===== config.mk =====
export PLATFORM = sky130hd
export DESIGN_NAME = multicycle_control_unit_flat
export DESIGN_NICKNAME = d
export VERILOG_FILES = /design/src/rtl/multicycle_control_unit_if.sv /design/src/rtl/multicycle_control_unit.sv /design/src/flat_wrapper.sv
export SDC_FILE = /design/constraint.sdc
export NUM_CORES = 1
export LEC_CHECK = 0
export ABC_CLOCK_PERIOD_IN_PS = 3000
export BUFFER_PORTS_ARGS = -buffer_cell sky130_fd_sc_hd__clkbuf_2
export CAP_MARGIN = 20
export CORE_MARGIN = 4
export CORE_UTILIZATION = 40
export CTS_CLUSTER_SIZE = 28
export DETAILED_ROUTE_END_ITERATION = 7
export GPL_TIMING_DRIVEN = 0
export PLACE_DENSITY_LB_ADDON = 0.25
export SYNTH_ARGS = -nofsm -noshare
export SYNTH_HDL_FRONTEND = slang
export SYNTH_SLANG_ARGS = --single-unit
export TNS_END_PERCENT = 1

===== constraint.sdc =====
create_clock -name clk -period 3 [get_ports clk]
set_input_delay 0.15 -clock clk [delete_from_list [all_inputs] [get_ports clk]]
set_output_delay 0.15 -clock clk [all_outputs]
set_load 0.01 [all_outputs]

===== src/rtl/multicycle_control_unit_if.sv =====
// Controller <-> datapath bundle for the multi-cycle MIPS controller.
// master: the controller (drives datapath controls, reads IR fields and memory ready).
// slave : the datapath / memory side.
interface multicycle_control_unit_if #(
   parameter int OP_W    = 6,
   parameter int FUNCT_W = 6,
   parameter int ALUC_W  = 4,
   parameter int CNT_W   = 32
);
   logic [OP_W-1:0]    op_in;
   logic [FUNCT_W-1:0] func_in;
   logic               mem_ready;
   logic               pc_write;
   logic               pc_write_cond;
   logic [1:0]         pc_source;
   logic               iord;
   logic               mem_read;
   logic               mem_write;
   logic               ir_write;
   logic               reg_dst;
   logic               mem_to_reg;
   logic               reg_write;
   logic               alu_src_a;
   logic [1:0]         alu_src_b;
   logic [ALUC_W-1:0]  alu_cntrl;
   logic               instr_done;
   logic [CNT_W-1:0]   instr_retired;
   logic               trap;

   modport master (
      input  op_in, func_in, mem_ready,
      output pc_write, pc_write_cond, pc_source, iord, mem_read, mem_write,
             ir_write, reg_dst, mem_to_reg, reg_write, alu_src_a, alu_src_b,
             alu_cntrl, instr_done, instr_retired, trap
   );

   modport slave (
      output op_in, func_in, mem_ready,
      input  pc_write, pc_write_cond, pc_source, iord, mem_read, mem_write,
             ir_write, reg_dst, mem_to_reg, reg_write, alu_src_a, alu_src_b,
             alu_cntrl, instr_done, instr_retired, trap
   );
endinterface


===== src/rtl/multicycle_control_unit.sv =====
// Multi-cycle MIPS controller: FETCH/DECODE/EXECUTE/MEM/WRITEBACK sequencing over a
// shared memory and ALU, stalling on mem_ready and counting retired instructions.
// Moore controls are registered (computed from the next state); ir_write, the FETCH
// part of pc_write and the MEMWR/DECODE completion pulses are Mealy terms.
// Optional feature macro: ILLEGAL_TRAP_EN -- illegal op/funct parks the FSM in TRAP
// with trap=1 until reset; without it, illegal encodings retire as a NOP.
module multicycle_control_unit #(
   parameter int OP_W    = 6,
   parameter int FUNCT_W = 6,
   parameter int ALUC_W  = 4,
   parameter int CNT_W   = 32
) (
   input logic                        clk,
   input logic                        rst_n,
   multicycle_control_unit_if.master  bus
);
   typedef enum logic [3:0] {
      S_IDLE   = 4'd0,  S_FETCH  = 4'd1,  S_DECODE = 4'd2,  S_EXEC   = 4'd3,
      S_RWB    = 4'd4,  S_MEMADR = 4'd5,  S_MEMRD  = 4'd6,  S_MEMWB  = 4'd7,
      S_MEMWR  = 4'd8,  S_ADDIEX = 4'd9,  S_ADDIWB = 4'd10, S_BRANCH = 4'd11,
      S_JUMP   = 4'd12, S_TRAP   = 4'd13
   } state_t;

   typedef struct packed {
      logic       pc_write;
      logic       pc_write_cond;
      logic [1:0] pc_source;
      logic       iord;
      logic       mem_read;
      logic       mem_write;
      logic       reg_dst;
      logic       mem_to_reg;
      logic       reg_write;
      logic       alu_src_a;
      logic [1:0] alu_src_b;
      logic [3:0] alu;
      logic       done;
      logic       trap;
   } ctrl_t;

   localparam logic [3:0] ALU_ADD = 4'b0000;
   localparam logic [3:0] ALU_SUB = 4'b0001;
   localparam logic [3:0] ALU_AND = 4'b0010;
   localparam logic [3:0] ALU_SLT = 4'b0100;
   localparam logic [3:0] ALU_OR  = 4'b0101;

   localparam logic [OP_W-1:0] OP_RTYPE = OP_W'(6'b000000);
   localparam logic [OP_W-1:0] OP_LW    = OP_W'(6'b100011);
   localparam logic [OP_W-1:0] OP_SW    = OP_W'(6'b101011);
   localparam logic [OP_W-1:0] OP_ADDI  = OP_W'(6'b001000);
   localparam logic [OP_W-1:0] OP_BEQ   = OP_W'(6'b000100);
   localparam logic [OP_W-1:0] OP_J     = OP_W'(6'b000010);

   localparam logic [FUNCT_W-1:0] FN_NOP = FUNCT_W'(6'b000000);
   localparam logic [FUNCT_W-1:0] FN_ADD = FUNCT_W'(6'b100000);
   localparam logic [FUNCT_W-1:0] FN_SUB = FUNCT_W'(6'b100010);
   localparam logic [FUNCT_W-1:0] FN_AND = FUNCT_W'(6'b100100);
   localparam logic [FUNCT_W-1:0] FN_OR  = FUNCT_W'(6'b100101);
   localparam logic [FUNCT_W-1:0] FN_SLT = FUNCT_W'(6'b101010);

   // Moore control word for a given state; EXEC takes its ALU op from the decoded funct.
   function automatic ctrl_t ctrl_of(input state_t st, input logic [3:0] alu_op);
      ctrl_t c;
      c = '0;
      case (st)
         S_FETCH:  begin c.mem_read = 1'b1; c.alu_src_b = 2'b01; c.alu = ALU_ADD; end
         S_DECODE: begin c.alu_src_b = 2'b11; c.alu = ALU_ADD; end
         S_EXEC:   begin c.alu_src_a = 1'b1; c.alu_src_b = 2'b00; c.alu = alu_op; end
         S_RWB:    begin c.reg_dst = 1'b1; c.reg_write = 1'b1; c.done = 1'b1; end
         S_MEMADR: begin c.alu_src_a = 1'b1; c.alu_src_b = 2'b10; c.alu = ALU_ADD; end
         S_MEMRD:  begin c.iord = 1'b1; c.mem_read = 1'b1; end
         S_MEMWB:  begin c.mem_to_reg = 1'b1; c.reg_write = 1'b1; c.done = 1'b1; end
         S_MEMWR:  begin c.iord = 1'b1; c.mem_write = 1'b1; end
         S_ADDIEX: begin c.alu_src_a = 1'b1; c.alu_src_b = 2'b10; c.alu = ALU_ADD; end
         S_ADDIWB: begin c.reg_write = 1'b1; c.done = 1'b1; end
         S_BRANCH: begin
            c.alu_src_a = 1'b1; c.alu_src_b = 2'b00; c.alu = ALU_SUB;
            c.pc_write_cond = 1'b1; c.pc_source = 2'b01; c.done = 1'b1;
         end
         S_JUMP:   begin c.pc_write = 1'b1; c.pc_source = 2'b10; c.done = 1'b1; end
`ifdef ILLEGAL_TRAP_EN
         S_TRAP:   begin c.trap = 1'b1; end
`endif
         default:  c = '0;
      endcase
      return c;
   endfunction

   state_t           r_state;
   ctrl_t            r_ctrl;
   logic [3:0]       r_alu_op;
   logic             r_is_lw;
   logic [CNT_W-1:0] r_retired;

   state_t     w_dec_state;
   logic [3:0] w_dec_alu;
   logic       w_dec_lw;
   logic       w_dec_nop;
   state_t     w_next_state;
   logic [3:0] w_next_alu;
   logic       w_in_fetch;
   logic       w_done;

   // Instruction decode of the IR fields; only consumed while in DECODE.
   always_comb begin
      w_dec_state = S_FETCH;
      w_dec_alu   = ALU_ADD;
      w_dec_lw    = 1'b0;
      w_dec_nop   = 1'b0;
      case (bus.op_in)
         OP_RTYPE: begin
            case (bus.func_in)
               FN_ADD:  begin w_dec_state = S_EXEC; w_dec_alu = ALU_ADD; end
               FN_SUB:  begin w_dec_state = S_EXEC; w_dec_alu = ALU_SUB; end
               FN_AND:  begin w_dec_state = S_EXEC; w_dec_alu = ALU_AND; end
               FN_OR:   begin w_dec_state = S_EXEC; w_dec_alu = ALU_OR;  end
               FN_SLT:  begin w_dec_state = S_EXEC; w_dec_alu = ALU_SLT; end
               FN_NOP:  begin w_dec_state = S_FETCH; w_dec_nop = 1'b1; end
`ifdef ILLEGAL_TRAP_EN
               default: begin w_dec_state = S_TRAP; end
`else
               default: begin w_dec_state = S_FETCH; w_dec_nop = 1'b1; end
`endif
            endcase
         end
         OP_LW:   begin w_dec_state = S_MEMADR; w_dec_lw = 1'b1; end
         OP_SW:   begin w_dec_state = S_MEMADR; end
         OP_ADDI: begin w_dec_state = S_ADDIEX; end
         OP_BEQ:  begin w_dec_state = S_BRANCH; end
         OP_J:    begin w_dec_state = S_JUMP; end
`ifdef ILLEGAL_TRAP_EN
         default: begin w_dec_state = S_TRAP; end
`else
         default: begin w_dec_state = S_FETCH; w_dec_nop = 1'b1; end
`endif
      endcase
   end

   // Next-state sequencing, including memory-ready stalls.
   always_comb begin
      w_next_state = S_FETCH;
      case (r_state)
         S_IDLE:   w_next_state = S_FETCH;
         S_FETCH:  w_next_state = bus.mem_ready ? S_DECODE : S_FETCH;
         S_DECODE: w_next_state = w_dec_state;
         S_EXEC:   w_next_state = S_RWB;
         S_MEMADR: w_next_state = r_is_lw ? S_MEMRD : S_MEMWR;
         S_MEMRD:  w_next_state = bus.mem_ready ? S_MEMWB : S_MEMRD;
         S_MEMWR:  w_next_state = bus.mem_ready ? S_FETCH : S_MEMWR;
         S_ADDIEX: w_next_state = S_ADDIWB;
`ifdef ILLEGAL_TRAP_EN
         S_TRAP:   w_next_state = S_TRAP;
`endif
         default:  w_next_state = S_FETCH;
      endcase
   end

   assign w_next_alu = (r_state == S_DECODE) ? w_dec_alu : r_alu_op;

   // State register, registered Moore controls and the decoded instruction class.
   always_ff @(posedge clk or negedge rst_n) begin
      if (!rst_n) begin
         r_state  <= S_IDLE;
         r_ctrl   <= '0;
         r_alu_op <= ALU_ADD;
         r_is_lw  <= 1'b0;
      end else begin
         r_state <= w_next_state;
         r_ctrl  <= ctrl_of(w_next_state, w_next_alu);
         if (r_state == S_DECODE) begin
            r_alu_op <= w_dec_alu;
            r_is_lw  <= w_dec_lw;
         end
      end
   end

   assign w_in_fetch = (r_state == S_FETCH);
   assign w_done     = r_ctrl.done
                     | ((r_state == S_MEMWR)  & bus.mem_ready)
                     | ((r_state == S_DECODE) & w_dec_nop);

   // Retired-instruction counter; wraps silently.
   always_ff @(posedge clk or negedge rst_n) begin
      if (!rst_n) begin
         r_retired <= '0;
      end else if (w_done) begin
         r_retired <= r_retired + CNT_W'(1'b1);
      end
   end

   assign bus.pc_write      = r_ctrl.pc_write | (w_in_fetch & bus.mem_ready);
   assign bus.ir_write      = w_in_fetch & bus.mem_ready;
   assign bus.pc_write_cond = r_ctrl.pc_write_cond;
   assign bus.pc_source     = r_ctrl.pc_source;
   assign bus.iord          = r_ctrl.iord;
   assign bus.mem_read      = r_ctrl.mem_read;
   assign bus.mem_write     = r_ctrl.mem_write;
   assign bus.reg_dst       = r_ctrl.reg_dst;
   assign bus.mem_to_reg    = r_ctrl.mem_to_reg;
   assign bus.reg_write     = r_ctrl.reg_write;
   assign bus.alu_src_a     = r_ctrl.alu_src_a;
   assign bus.alu_src_b     = r_ctrl.alu_src_b;
   assign bus.alu_cntrl     = ALUC_W'(r_ctrl.alu);
   assign bus.instr_done    = w_done;
   assign bus.instr_retired = r_retired;
   assign bus.trap          = r_ctrl.trap;
endmodule


===== src/flat_wrapper.sv =====
// flat-port wrapper written by rule: the top's interface ports become plain ports
module multicycle_control_unit_flat 
#(
   parameter int OP_W    = 6,
   parameter int FUNCT_W = 6,
   parameter int ALUC_W  = 4,
   parameter int CNT_W   = 32
)
  (clk, rst_n, bus_op_in, bus_func_in, bus_mem_ready, bus_pc_write, bus_pc_write_cond, bus_pc_source, bus_iord, bus_mem_read, bus_mem_write, bus_ir_write, bus_reg_dst, bus_mem_to_reg, bus_reg_write, bus_alu_src_a, bus_alu_src_b, bus_alu_cntrl, bus_instr_done, bus_instr_retired, bus_trap);
  multicycle_control_unit_if #(.OP_W(OP_W), .FUNCT_W(FUNCT_W), .ALUC_W(ALUC_W), .CNT_W(CNT_W)) bus_i ();
  input logic clk;
  input logic rst_n;
  input wire logic [$bits(bus_i.op_in)-1:0] bus_op_in;
  input wire logic [$bits(bus_i.func_in)-1:0] bus_func_in;
  input wire logic [$bits(bus_i.mem_ready)-1:0] bus_mem_ready;
  output wire logic [$bits(bus_i.pc_write)-1:0] bus_pc_write;
  output wire logic [$bits(bus_i.pc_write_cond)-1:0] bus_pc_write_cond;
  output wire logic [$bits(bus_i.pc_source)-1:0] bus_pc_source;
  output wire logic [$bits(bus_i.iord)-1:0] bus_iord;
  output wire logic [$bits(bus_i.mem_read)-1:0] bus_mem_read;
  output wire logic [$bits(bus_i.mem_write)-1:0] bus_mem_write;
  output wire logic [$bits(bus_i.ir_write)-1:0] bus_ir_write;
  output wire logic [$bits(bus_i.reg_dst)-1:0] bus_reg_dst;
  output wire logic [$bits(bus_i.mem_to_reg)-1:0] bus_mem_to_reg;
  output wire logic [$bits(bus_i.reg_write)-1:0] bus_reg_write;
  output wire logic [$bits(bus_i.alu_src_a)-1:0] bus_alu_src_a;
  output wire logic [$bits(bus_i.alu_src_b)-1:0] bus_alu_src_b;
  output wire logic [$bits(bus_i.alu_cntrl)-1:0] bus_alu_cntrl;
  output wire logic [$bits(bus_i.instr_done)-1:0] bus_instr_done;
  output wire logic [$bits(bus_i.instr_retired)-1:0] bus_instr_retired;
  output wire logic [$bits(bus_i.trap)-1:0] bus_trap;
  assign bus_i.op_in = bus_op_in;
  assign bus_i.func_in = bus_func_in;
  assign bus_i.mem_ready = bus_mem_ready;
  assign bus_pc_write = bus_i.pc_write;
  assign bus_pc_write_cond = bus_i.pc_write_cond;
  assign bus_pc_source = bus_i.pc_source;
  assign bus_iord = bus_i.iord;
  assign bus_mem_read = bus_i.mem_read;
  assign bus_mem_write = bus_i.mem_write;
  assign bus_ir_write = bus_i.ir_write;
  assign bus_reg_dst = bus_i.reg_dst;
  assign bus_mem_to_reg = bus_i.mem_to_reg;
  assign bus_reg_write = bus_i.reg_write;
  assign bus_alu_src_a = bus_i.alu_src_a;
  assign bus_alu_src_b = bus_i.alu_src_b;
  assign bus_alu_cntrl = bus_i.alu_cntrl;
  assign bus_instr_done = bus_i.instr_done;
  assign bus_instr_retired = bus_i.instr_retired;
  assign bus_trap = bus_i.trap;
  multicycle_control_unit #(.OP_W(OP_W), .FUNCT_W(FUNCT_W), .ALUC_W(ALUC_W), .CNT_W(CNT_W)) u_core (.clk(clk), .rst_n(rst_n), .bus(bus_i));
endmodule

==> flow_summary.toml <==
[run_status]
status = "completed"

[logic_synthesis]
ys_types = 56
synth_edf_count = 0
synthesis.area_mm2 = 0.00279
ys.flop_type = "dfrtp_1"
yosysSeqAreaShare_pct = 49.4
synth_top_cell_area_share_pct = 49.4
netlist_instances = 266
ys_ff_latch = 55
yosys_warnings = 0
yosysTopAreaCell = "dfrtp_1"
avgSynthCellArea_um2 = 10.5
synthTopCellsByArea = "dfrtp_1 (49%), xor2_1 (5.7%), xnor2_1 (4.7%)"
async_flop_share_pct = 100

[placed_design]
gp_congestion = 0.850
placedCellCount = 427
portBuffers = 64
pre_cts_ws_ps = 467
hpwlAfterDp_um = 4390

[sta]
fin_crit_sh_pct = 83.8
rsz0062_at_grt = "false"
worst_pin_slew_ps = 742
layout_setup_ws_ps = 487
hold-worst-slack_ps = 63.1
hold_viol_final = 0
finalCriticalPeriod_ps = 2510
fin_skew_ps = 12.5
finalSetupTns_ps = 0
timing.fmax_mhz = 398
setup_violations = 0
max_slew_margin_pct = 50.5
drv_slew = 0

[global_routing]
grt_pass1_wl_um = 10400
gr-usage-all-layers_pct = 15.2
antenna_found_initial = 0
grt_start_max_net_pins = 56
grt.overflow.total = 0
grt_pass1_vias = 2138

[cts]
numCtsBuffers = 5
htreeDepth = 2
cts_root_buffer = "clkbuf_8"
cts_tree = "built"
clk_pin_slew_ps = 100
ctsLongestPathBuffers = 2
clk_latency_ps = 310
cts_resized = 0
cts.sinks = 55

[final_layout]
n_antenna_cell = 0
nFillCells = 656
layout-drive-gt1-share_pct = 30.0
finish.utilization_pct = 49.4
fin_cells = 436
syn_to_final_growth_pct = 20.5
layout_common_cells = "clkbuf_2 (63), dfrtp_1 (55), nor2_1 (19)"
multiInputGateArea_mm2 = 0.00124
largest_reg_flops = 32
finalNetCount = 355
layout_commonest_cell = "clkbuf_2"
register_area_mm2 = 0.00138

[critical_path]
worstPathArrival_ps = 2750
cp.required_ps = 3240
critPathLaunchType = "flip-flop"
end_kind = "flip-flop"
critPathMaxFanout = 7
critical_path_class = "reg2reg"

[power_and_ir_drop]
ir_worst_vdd_mv = 0.367
powerDensity_mw_per_mm2 = 723
p_leak_nw = 1.50

[die]
start_util_pct = 41.0
die_y_um = 91.5
fp.coreArea_mm2 = 0.00679
num_rows = 30
pin_count = 67
die_area_mm2 = 0.00836
die_x_um = 91.5

[min_path]
hold_path.class = "in2reg"

[route]
wl_per_cell_um = 13.7
vias = 2160
final_antenna_net_count = 0
first_pass_iters = 4
routed_wirelength_um = 5970
vias_per_cell = 4.95
drt_iter0_markers = 104
drc = 0

[job]
drv_cap = 0
[path summary, 6_finish.rpt]
path	to	slack, ps	cells after the start	from
worst max-delay path	u_core.bus.instr_retired[31]	490	6	u_core.bus.instr_retired[3]
worst min-delay path	u_core.bus.alu_cntrl[1]	60	2	bus_func_in[3]
worst max register to register	u_core.bus.instr_retired[31]	490	6	u_core.bus.instr_retired[3]
worst min register to register	u_core.bus.instr_retired[31]	470	1	u_core.bus.instr_retired[31]
max in group asynchronous	u_core.bus.alu_cntrl[0]	2050	2	rst_n
min in group asynchronous	u_core.bus.instr_retired[8]	460	2	rst_n
[cell type report]
cell class              instances  area share, %
flip-flops and latches         55           41.0
clock inverters                 3           1.38
repair buffers                 65           9.91
multi-input cells             178           36.8
plain buffers                  18           3.46
inverters                      16           1.79
well taps                      96           3.58
clock buffers                   5           2.05
[Yosys cell counts, drive strengths merged (4+ instances only)]
| master | n |
|---|---|
| nor2 | 19 |
| nand2b | 6 |
| inv | 16 |
| o21ai | 8 |
| nand3 | 11 |
| clkbuf | 4 |
| nor2b | 4 |
| nand2 | 14 |
| buf | 14 |
| a21oi | 6 |
| nor3 | 15 |
| nand4 | 5 |
| xor2 | 18 |
| xnor2 | 15 |
| or3 | 6 |
| dfrtp | 55 |
[per-stage QoR]
stage	instance area, µm²	total power [W]
after global routing	3360	0.00260
after floorplan	2790	0.00162
after CTS	3360	0.00246
after global placement	3230	0.00192
final	3360	0.00243
after detailed placement	3230	0.00193
[metal layers]
layer / part of all wire, % / routed length [µm] / vias up / global-route usage, %
met1: 45 / 2710 / 1053 / 20.4
met2: 49 / 2910 / 45 / 24.0
met4: 1.5 / 87 / 0 / 5.03
li1: - / - / 1052 / -
met5: 0 / 0 / - / 0
met3: 4.4 / 263 / 10 / 3.56
[worst max-delay path: stages, from the launching register on]
cell,delay (ps)
dfrtp_1,460
and4_1,300
nand4_1,290
nor4b_1,720
nand4_1,280
nor4_2,230
xor2_1,170
[report_power, final]
part | total, W | leakage [nW] | internal (W) | switching (W)
Clock | 0.000512 | 0.0548 | 0.000252 | 0.000260
Sequential | 0.00100 | 0.664 | 0.000894 | 0.000109
Combinational | 0.000911 | 0.779 | 0.000385 | 0.000525
Total | 0.00243 | 1.50 | 0.00153 | 0.000895
[logic make-up (layout without fill, tap and decap cells)]
logic type                 Yosys count  count (layout)  share of synthesized area, %
buffers and inverters               34             107                          6.33
AOI/OAI and AO/OA                   35              35                          9.61
xor gates and xnor gates            33              33                          10.4
DFF                                 55              55                          49.4
and+or+nand+nor                    103             103                          22.1
other                                1               2                         0.135
adders and majority gates            2               2                         0.808
muxes                                3               3                          1.21
[what timing repair did]
item | 4_1_cts | 5_1_grt
buffers inserted | 0 | 0
hold buffers | 1 | 0
endpoints found under the hold margin | 55 | 0
(Power assumes the default switching activity.)
